### config.mk
export PLATFORM = sky130hd
export DESIGN_NAME = divider_seq_param
export DESIGN_NICKNAME = d
export VERILOG_FILES = /design/src/rtl/divider_pkg.sv /design/src/rtl/divider_sign_unit.sv /design/src/rtl/divider_seq_param.sv
export SDC_FILE = /design/constraint.sdc
export NUM_CORES = 1
export LEC_CHECK = 0
export BUFFER_PORTS_ARGS = -buffer_cell sky130_fd_sc_hd__buf_4
export CORE_ASPECT_RATIO = 0.8
export CORE_MARGIN = 2
export CORE_UTILIZATION = 30
export DETAILED_ROUTE_END_ITERATION = 16
export HOLD_SLACK_MARGIN = 0.12
export PLACE_DENSITY_LB_ADDON = 0.3
export SLEW_MARGIN = 20
export SYNTH_ARGS = -nofsm -noshare
export SYNTH_HDL_FRONTEND = slang
export SYNTH_HIERARCHICAL = 1
export SYNTH_SLANG_ARGS = --single-unit
### constraint.sdc
create_clock -name clk -period 4.6 [get_ports clk]
set_input_delay 0 -clock clk [delete_from_list [all_inputs] [get_ports clk]]
set_output_delay 0 -clock clk [all_outputs]
set_load 0.02 [all_outputs]
### src/rtl/divider_pkg.sv
// Shared definitions for the sequential restoring divider: FSM encoding and
// iteration-counter sizing.
package divider_pkg;

  typedef enum logic [1:0] {
    IDLE = 2'd0,
    PREP = 2'd1,
    CALC = 2'd2,
    FIX  = 2'd3
  } state_t;

  // Counter must be able to hold WIDTH iterations.
  function automatic int cnt_width(input int width);
    return $clog2(width + 1);
  endfunction

endpackage

### src/rtl/divider_sign_unit.sv
// Two-lane sign helper: absolute value / conditional negate per lane, sign
// extraction, and detection of the signed MIN / -1 overflow pair.
module divider_sign_unit #(
  parameter int WIDTH = 16
) (
  input  logic [WIDTH-1:0] x,
  input  logic [WIDTH-1:0] y,
  input  logic             signed_op,
  input  logic             neg_x,
  input  logic             neg_y,
  output logic [WIDTH-1:0] x_out,
  output logic [WIDTH-1:0] y_out,
  output logic             x_sign,
  output logic             y_sign,
  output logic             min_neg1
);

  localparam logic [WIDTH-1:0] MIN_VAL = {1'b1, {(WIDTH-1){1'b0}}};

  logic [1:0][WIDTH-1:0] lane_in;
  logic [1:0][WIDTH-1:0] lane_out;
  logic [1:0]            lane_neg;
  logic [1:0]            lane_sign;

  assign lane_in  = {y, x};
  assign lane_neg = {neg_y, neg_x};

  // A negative operand is made positive; an explicit request negates unconditionally.
  for (genvar gi = 0; gi < 2; gi++) begin : g_lane
    assign lane_sign[gi] = signed_op & lane_in[gi][WIDTH-1];
    assign lane_out[gi]  = (lane_sign[gi] | lane_neg[gi]) ? (~lane_in[gi] + 1'b1)
                                                          : lane_in[gi];
  end

  assign x_out    = lane_out[0];
  assign y_out    = lane_out[1];
  assign x_sign   = lane_sign[0];
  assign y_sign   = lane_sign[1];
  assign min_neg1 = signed_op & (x == MIN_VAL) & (&y);

endmodule

### src/rtl/divider_seq_param.sv
// Multi-cycle radix-2 restoring divider, one quotient bit per clock, with
// runtime signed/unsigned mode, remainder output and zero/overflow flags.
module divider_seq_param
  import divider_pkg::*;
#(
  parameter int WIDTH     = 16,
  parameter bit SIGNED_EN = 1'b1
) (
  input  logic             clk,
  input  logic             rst,
  input  logic             start,
  input  logic             signed_mode,
  input  logic [WIDTH-1:0] dividend,
  input  logic [WIDTH-1:0] divisor,
  output logic             busy,
  output logic             done,
  output logic [WIDTH-1:0] quotient,
  output logic [WIDTH-1:0] remainder,
  output logic             div_by_zero,
  output logic             overflow
);

  localparam int             CW       = cnt_width(WIDTH);
  localparam logic [CW-1:0]  LAST_CNT = CW'(WIDTH - 1);
  localparam logic [WIDTH-1:0] MIN_VAL = {1'b1, {(WIDTH-1){1'b0}}};

  state_t           state_reg, state_next;
  logic [WIDTH-1:0] dvd_reg, dvd_next;
  logic [WIDTH-1:0] dvs_reg, dvs_next;
  logic             mode_reg, mode_next;
  logic [WIDTH-1:0] work_q_reg, work_q_next;
  logic [WIDTH:0]   prem_reg, prem_next;
  logic [WIDTH-1:0] dvs_abs_reg, dvs_abs_next;
  logic             q_neg_reg, q_neg_next;
  logic             r_neg_reg, r_neg_next;
  logic [CW-1:0]    cnt_reg, cnt_next;
  logic [WIDTH-1:0] quotient_reg, quotient_next;
  logic [WIDTH-1:0] remainder_reg, remainder_next;
  logic             dbz_reg, dbz_next;
  logic             ovf_reg, ovf_next;
  logic             done_reg, done_next;

  logic [WIDTH+1:0] shifted;
  logic             ge;
  logic             in_fix;
  logic [WIDTH-1:0] su_x, su_y, su_x_out, su_y_out;
  logic             su_signed, su_neg_x, su_neg_y, su_x_sign, su_y_sign, su_min_neg1;

  // One sign unit serves both ends: operand conversion in PREP, result fix-up in FIX.
  assign in_fix    = (state_reg == FIX);
  assign su_x      = in_fix ? work_q_reg : dvd_reg;
  assign su_y      = in_fix ? prem_reg[WIDTH-1:0] : dvs_reg;
  assign su_signed = ~in_fix & mode_reg;
  assign su_neg_x  = in_fix & q_neg_reg;
  assign su_neg_y  = in_fix & r_neg_reg;

  divider_sign_unit #(.WIDTH(WIDTH)) u_sign (
    .x         (su_x),
    .y         (su_y),
    .signed_op (su_signed),
    .neg_x     (su_neg_x),
    .neg_y     (su_neg_y),
    .x_out     (su_x_out),
    .y_out     (su_y_out),
    .x_sign    (su_x_sign),
    .y_sign    (su_y_sign),
    .min_neg1  (su_min_neg1)
  );

  assign shifted = {prem_reg, work_q_reg[WIDTH-1]};
  assign ge      = (shifted >= {2'b00, dvs_abs_reg});

  always_comb begin
    state_next     = state_reg;
    dvd_next       = dvd_reg;
    dvs_next       = dvs_reg;
    mode_next      = mode_reg;
    work_q_next    = work_q_reg;
    prem_next      = prem_reg;
    dvs_abs_next   = dvs_abs_reg;
    q_neg_next     = q_neg_reg;
    r_neg_next     = r_neg_reg;
    cnt_next       = cnt_reg;
    quotient_next  = quotient_reg;
    remainder_next = remainder_reg;
    dbz_next       = dbz_reg;
    ovf_next       = ovf_reg;
    done_next      = 1'b0;

    case (state_reg)
      IDLE: begin
        if (start) begin
          dvd_next   = dividend;
          dvs_next   = divisor;
          mode_next  = signed_mode & SIGNED_EN;
          state_next = PREP;
        end
      end
      PREP: begin
        if (dvs_reg == '0) begin
          quotient_next  = '1;
          remainder_next = dvd_reg;
          dbz_next       = 1'b1;
          ovf_next       = 1'b0;
          done_next      = 1'b1;
          state_next     = IDLE;
        end else if (su_min_neg1) begin
          quotient_next  = MIN_VAL;
          remainder_next = '0;
          dbz_next       = 1'b0;
          ovf_next       = 1'b1;
          done_next      = 1'b1;
          state_next     = IDLE;
        end else begin
          work_q_next  = su_x_out;
          dvs_abs_next = su_y_out;
          prem_next    = '0;
          q_neg_next   = su_x_sign ^ su_y_sign;
          r_neg_next   = su_x_sign;
          cnt_next     = '0;
          state_next   = CALC;
        end
      end
      CALC: begin
        // Quotient bits shift into the vacated LSBs of the dividend register.
        prem_next   = ge ? (shifted[WIDTH:0] - {1'b0, dvs_abs_reg}) : shifted[WIDTH:0];
        work_q_next = {work_q_reg[WIDTH-2:0], ge};
        cnt_next    = cnt_reg + 1'b1;
        if (cnt_reg == LAST_CNT) state_next = FIX;
      end
      FIX: begin
        quotient_next  = su_x_out;
        remainder_next = su_y_out;
        dbz_next       = 1'b0;
        ovf_next       = 1'b0;
        done_next      = 1'b1;
        state_next     = IDLE;
      end
      default: state_next = IDLE;
    endcase
  end

  always_ff @(posedge clk) begin
    if (!rst) begin
      state_reg     <= IDLE;
      dvd_reg       <= '0;
      dvs_reg       <= '0;
      mode_reg      <= 1'b0;
      work_q_reg    <= '0;
      prem_reg      <= '0;
      dvs_abs_reg   <= '0;
      q_neg_reg     <= 1'b0;
      r_neg_reg     <= 1'b0;
      cnt_reg       <= '0;
      quotient_reg  <= '0;
      remainder_reg <= '0;
      dbz_reg       <= 1'b0;
      ovf_reg       <= 1'b0;
      done_reg      <= 1'b0;
    end else begin
      state_reg     <= state_next;
      dvd_reg       <= dvd_next;
      dvs_reg       <= dvs_next;
      mode_reg      <= mode_next;
      work_q_reg    <= work_q_next;
      prem_reg      <= prem_next;
      dvs_abs_reg   <= dvs_abs_next;
      q_neg_reg     <= q_neg_next;
      r_neg_reg     <= r_neg_next;
      cnt_reg       <= cnt_next;
      quotient_reg  <= quotient_next;
      remainder_reg <= remainder_next;
      dbz_reg       <= dbz_next;
      ovf_reg       <= ovf_next;
      done_reg      <= done_next;
    end
  end

  assign busy        = (state_reg != IDLE);
  assign done        = done_reg;
  assign quotient    = quotient_reg;
  assign remainder   = remainder_reg;
  assign div_by_zero = dbz_reg;
  assign overflow    = ovf_reg;

endmodule

==> impl_metrics.toml, run 1 <==
[clock_network]
clk_latency_ps = 430
cts_buffers = 17
clockBufferDepth = 2
root_buffer = "clkbuf_16"
htreeDepth = 4
path_clk_slew_ps = 50
cts_resized = 0
clkSinkCount = 126
cts_tree = "built"

[yosys]
yosysWarnings = 6
syn_nets = 993
syn_area_um2 = 7060
synth-seq-area-share_pct = 35.7
syn_avg_cell_area_um2 = 7.55
synthArstFlopShare_pct = 0
ys.flop_type = "dfxtp_1"
synth_edf_count = 0
synth_cells = 935
synth-seq-cells = 126
synth.distinct_cells = 66

[global_routing]
grt_max_degree = 56
grt_first_pass_wirelength_um = 34300
grt_use_total_pct = 17.8
antenna_found_initial = 0
grt_pass1_vias = 6153
overflow = 0

[timing]
hold_viol = 0
slew_violations = 0
worst_pin_slew_ps = 1050
maxSlewHeadroom_pct = 29.8
rsz0062_at_grt = "false"
setup_tns_ps = 0
fin_crit_ps = 3930
max_freq_ghz = 0.255
skew_ps = 11.3
setup_viol_count_final = 0
fin_crit_sh_pct = 85.4

[floorplan]
rows = 50
io_pins = 72
core_um2 = 23300
die_w_um = 175
dieArea_um2 = 24800
start_util_pct = 30.3
dieHeight_um = 141

[drt]
dr.pass1.iters = 5
via_per_inst = 5.07
routedWlPerCell_um = 16.4
drc = 0
ant_nets = 0
drt_iter0_drc = 540
num_vias = 6758
wirelength_um = 21900

[power]
power_density_nw_per_um2 = 392
leakage_nw = 3.55
vdd_drop_max_mv = 0.230

[final_layout]
fill_cells = 2456
syn2layout_area_growth_pct = 24.2
final_core_util_pct = 37.7
n_antenna_cell = 0
largest_register_ffs = 17
drive_gt1_share_pct = 14.8
nets = 1066

[worst_setup_path]
crit_fanout = 32
crit_buf_inv = 2
crit_top_cell = "nand2_1"
cp_slowest_cell = "nor2b_4"
critPathArrivalTime_ps = 4280
worstPathRequired_ps = 4950
cp-start-kind = "flop"
path_cells = "and2_2 -> nand2_1 -> nand2_1 -> inv_1 -> ha_1 -> nor3b_1 -> and2_1 -> nand4_1 -> nor4_1 -> nor3b_2 -> nor2b_4 -> buf_4 -> o21ai_0 -> nor2_1"
slowest_delay_ps = 600
endpoint_kind = "flop"
critPathTopFamily = "simple AND/OR/NAND/NOR gates"
critical_path_class = "reg -> reg"

[placed_design]
dp_hpwl_um = 15900
port_buffers = 71
place_congestion = 0.874

[outcome]
status = "completed"

[min_path]
hp-class = "in -> reg"

[flow_run]
max_cap_viol_count = 0
metrics by stage:
step           cells  power [mW]  area, µm²  hold slack (ps)  worst slack [ps]
6_report        1333        3.44       8770              281               673
5_1_grt         1333        3.59       8770              310               250
4_1_cts         1333        3.45       8760              361               711
3_5_place_dp    1267        1.93       7770              259               757
3_3_place_gp    1267        1.93       7770              246               850
2_1_floorplan    935        1.75       7060              136              1180
cell usage in the layout, fill, tap and decap left out, types with 21 or more instances in the layout:
cell           count
dlygate4sd3_1     34
a22oi_1           23
dfxtp_1          126
nor2_1            84
o21ai_0           34
inv_1             24
buf_4             85
a21oi_1           96
nand2_1          237
ha_1              21
synthesized netlist by cell type, types with 3 or more instances:
cell type  count  area (µm²)
nand2_1      238         893
dfxtp_1      126        2520
a21oi_1       97         485
nor2_1        84         315
clkbuf_1      40         150
o21ai_0       34         170
inv_1         25        93.8
a22oi_1       23         173
ha_1          21         263
a211oi_1      20         150
xnor2_1       20         175
xor2_1        19         166
a311oi_1      14         123
nand3_1       14        70.1
buf_2         13        65.1
and2_1        11        68.8
nand2b_1      10        62.6
nand4_1        9        56.3
a21o_1         6        45.0
buf_6          6        67.6
mux2i_1        6        60.1
nor4_1         6        37.5
a31oi_1        5        31.3
nor2b_1        5        31.3
and3_1         4        25.0
buf_4          4        30.0
nor4_4         4        85.1
o21a_1         4        30.0
o21ai_1        4        20.0
or3_1          4        25.0
a21oi_2        3        26.3
a222oi_1       3        30.0
and4_1         3        26.3
nor3_1         3        15.0
o211ai_1       3        22.5
o31ai_1        3        22.5
o41ai_2        3        48.8
tightest hold or removal path: stages:
cell	delay, ps
buf_4	120
and2_2	350
nand2_1	130
a21oi_1	50
worst paths after layout:
path | start | cells past startpoint | endpoint | slack [ps]
setup / recovery | state_reg[0] | 14 | quotient[3] | 670
hold / removal | start | 4 | dvd_reg[8] | 280
setup reg to reg | state_reg[0] | 14 | quotient[3] | 670
hold reg to reg | dvs_abs_reg[15] | 2 | dvs_abs_reg[15] | 460
power by group:
part	switching (mW)	internal, mW
sequential	0.0629	1.16
combinational	0.438	0.289
clock	0.532	0.963
total	1.03	2.41
routing by layer:
layer	routed length, µm	part of all wire, %	up-vias	GRT usage [%]
li1	-	-	3383	-
met1	11700	54	3136	28.4
met2	8380	38	221	23.4
met3	1490	6.8	18	3.61
met4	240	1.1	0	5.26
met5	0	0	-	0
final cells by class:
type	instances	area (µm²)	area share, %
well taps	312	390	4.45
clock buffers	18	429	4.90
inverters	25	93.8	1.07
flip-flops and latches	126	2520	28.8
repair buffers	119	978	11.2
multi-input cells	719	4140	47.2
clock inverters	14	215	2.46
timing repair:
action / 4_1_cts / 5_1_grt
hold endpoints to repair: 58 / 0
setup buffers: 0 / 0
hold buffers: 34 / 0
logic make-up after synthesis:
logic type	Yosys count	share of synthesized area (%)
AO/OA/AOI/OAI	240	22.1
AND/OR/NAND/NOR	412	26.6
adder cells (fa/ha/maj)	22	4.01
flip-flops	126	35.7
buffers and inverters	90	5.87
multiplexers	6	0.851
XOR/XNOR	39	4.84
Note: power is estimated with default switching activity, not from simulation.
==> run 2, diff against run 1 <==
--- a/config.mk
+++ b/config.mk
@@ -12,6 +12,7 @@
 export DETAILED_ROUTE_END_ITERATION = 16
 export HOLD_SLACK_MARGIN = 0.12
 export PLACE_DENSITY_LB_ADDON = 0.3
+export REMOVE_ABC_BUFFERS = 1
 export SLEW_MARGIN = 20
 export SYNTH_ARGS = -nofsm -noshare
 export SYNTH_HDL_FRONTEND = slang
==> impl_metrics.toml, run 2 (synthesized netlist as in run 1, its figures left out) <==
[floorplan]
io_pins = 72
dieHeight_um = 141
core_um2 = 23300
start_util_pct = 30.3
rows = 50
dieArea_um2 = 24800
die_w_um = 175

[final_layout]
multi_input_area_um2 = 4130
nets = 1065
syn2layout_area_growth_pct = 23.2
most-common-layout-cells = "238 x nand2_1, 126 x dfxtp_1, 97 x a21oi_1, 84 x nor2_1, 84 x buf_4"
n_antenna_cell = 0
final_cells = 1332
final_core_util_pct = 37.4
fill_cells = 2444
drive_gt1_share_pct = 13.9
regArea_um2 = 2520
final_common_cell = "nand2_1"
post-route-cell-area_um2 = 8690
largest_register_ffs = 17

[global_routing]
overflow = 0
grt_pass1_vias = 6303
antenna_found_initial = 0
grt_max_degree = 68
grt_first_pass_wirelength_um = 33900
grt_use_total_pct = 17.3

[timing]
fin_crit_sh_pct = 88.6
setup_viol_count_final = 0
slew_violations = 0
rsz0062_at_grt = "false"
maxSlewHeadroom_pct = 26.4
skew_ps = 7.24
worst_pin_slew_ps = 1100
max_freq_ghz = 0.245
fin_crit_ps = 4080
hold_viol = 0

[worst_setup_path]
endpoint_kind = "flop"
rr_worst_depth = 14
critical_path_class = "reg -> reg"
crit_fanout = 34
cp-start-kind = "flop"
reg2reg_from = "state_reg[0]"
r2r_slack_ps = 520
timing.rr.end = "work_q_reg[7]"
critPathArrivalTime_ps = 4400
worstPathRequired_ps = 4930

[min_path]
min_to = "state_reg[0]"
min_path_cells = 4
hp-class = "in -> reg"
hp-start = "start"

[clock_network]
clockBufferDepth = 2
clk_latency_ps = 430
cts_buffers = 17
cts_setup_buffers = 0
htreeDepth = 4
cts_tree = "built"
root_buffer = "clkbuf_16"
path_clk_slew_ps = 50
clkSinkCount = 126
cts_resized = 0

[placed_design]
place_congestion = 0.848
placed_area_um2 = 7770
port_buffers = 71
dpl.cell_count = 1266
dp_hpwl_um = 14800

[flow_run]
max_cap_viol_count = 0

[power]
totalPowerFinal_mw = 3.31
leakage_nw = 3.52
power_density_nw_per_um2 = 380
vdd_drop_max_mv = 0.243

[drt]
dr.pass1.iters = 5
num_vias = 6790
wirelength_um = 20900
drc = 0
drt_iter0_drc = 515
via_per_inst = 5.10
routedWlPerCell_um = 15.7
ant_nets = 0

[outcome]
status = "completed"
[run 2: how the worst max path moves through the flow]
stage	from	end	slack, ps	depth (start not counted)
2_1_floorplan	state_reg[0]	quotient[15]	-180	10
6_report	state_reg[0]	work_q_reg[7]	520	14
3_5_place_dp	state_reg[0]	work_q_reg[7]	610	14
3_3_place_gp	state_reg[0]	work_q_reg[6]	770	14
4_1_cts	state_reg[0]	work_q_reg[7]	590	14
5_1_grt	state_reg[0]	work_q_reg[2]	190	14
[run 2: per-stage QoR]
step / hold slack (ps) / setup WS (ps) / setup TNS (ps)
after floorplan: 117 / -176 / -2410
after global placement: 253 / 775 / 0
after detailed placement: 254 / 610 / 0
after CTS: 176 / 588 / 0
after global routing: 205 / 185 / 0
final: 171 / 523 / 0
[run 2: worst max-delay path, stage by stage (launching register included)]
cell and delay [ps]:
dfxtp_1 410, and2_2 420, nand2_1 140, nand2_1 150, inv_1 100, ha_1 160, nor3b_1 340, and2_1 310
nand4_1 120, nor4_1 550, nor3b_2 160, nand2_1 380, buf_4 370, nand2_1 100, a311oi_1 260
[run 2: routing by layer]
metal	track usage [%]	part of all wire (%)
met3	2.70	4.8
met2	24.5	41
met4	4.44	1.1
met1	26.8	54
met5	0	0
[run 2: area by class of cell]
| cell class | instances | share of cell area [%] |
|---|---|---|
| multi-input combinational | 719 | 47.5 |
| sequential | 126 | 29.0 |
| timing repair buffer | 118 | 11.2 |
| clock buffer | 25 | 5.47 |
| tap | 312 | 4.49 |
| clock inverter | 7 | 1.27 |
| inverter | 25 | 1.11 |
[run 2: where the power goes]
group          internal [mW]  switching, mW  total (mW)  leakage, nW
logic                  0.289          0.441       0.730         2.21
registers               1.16         0.0562        1.21         1.02
clock network          0.877          0.487        1.36        0.289
total                   2.32          0.985        3.31         3.52
[run 2: timing repair]
action | 4_1_cts | 5_1_grt
endpoints found under the hold margin | 58 | 0
setup endpoints to repair | 0 | 0
hold buffers | 34 | 0
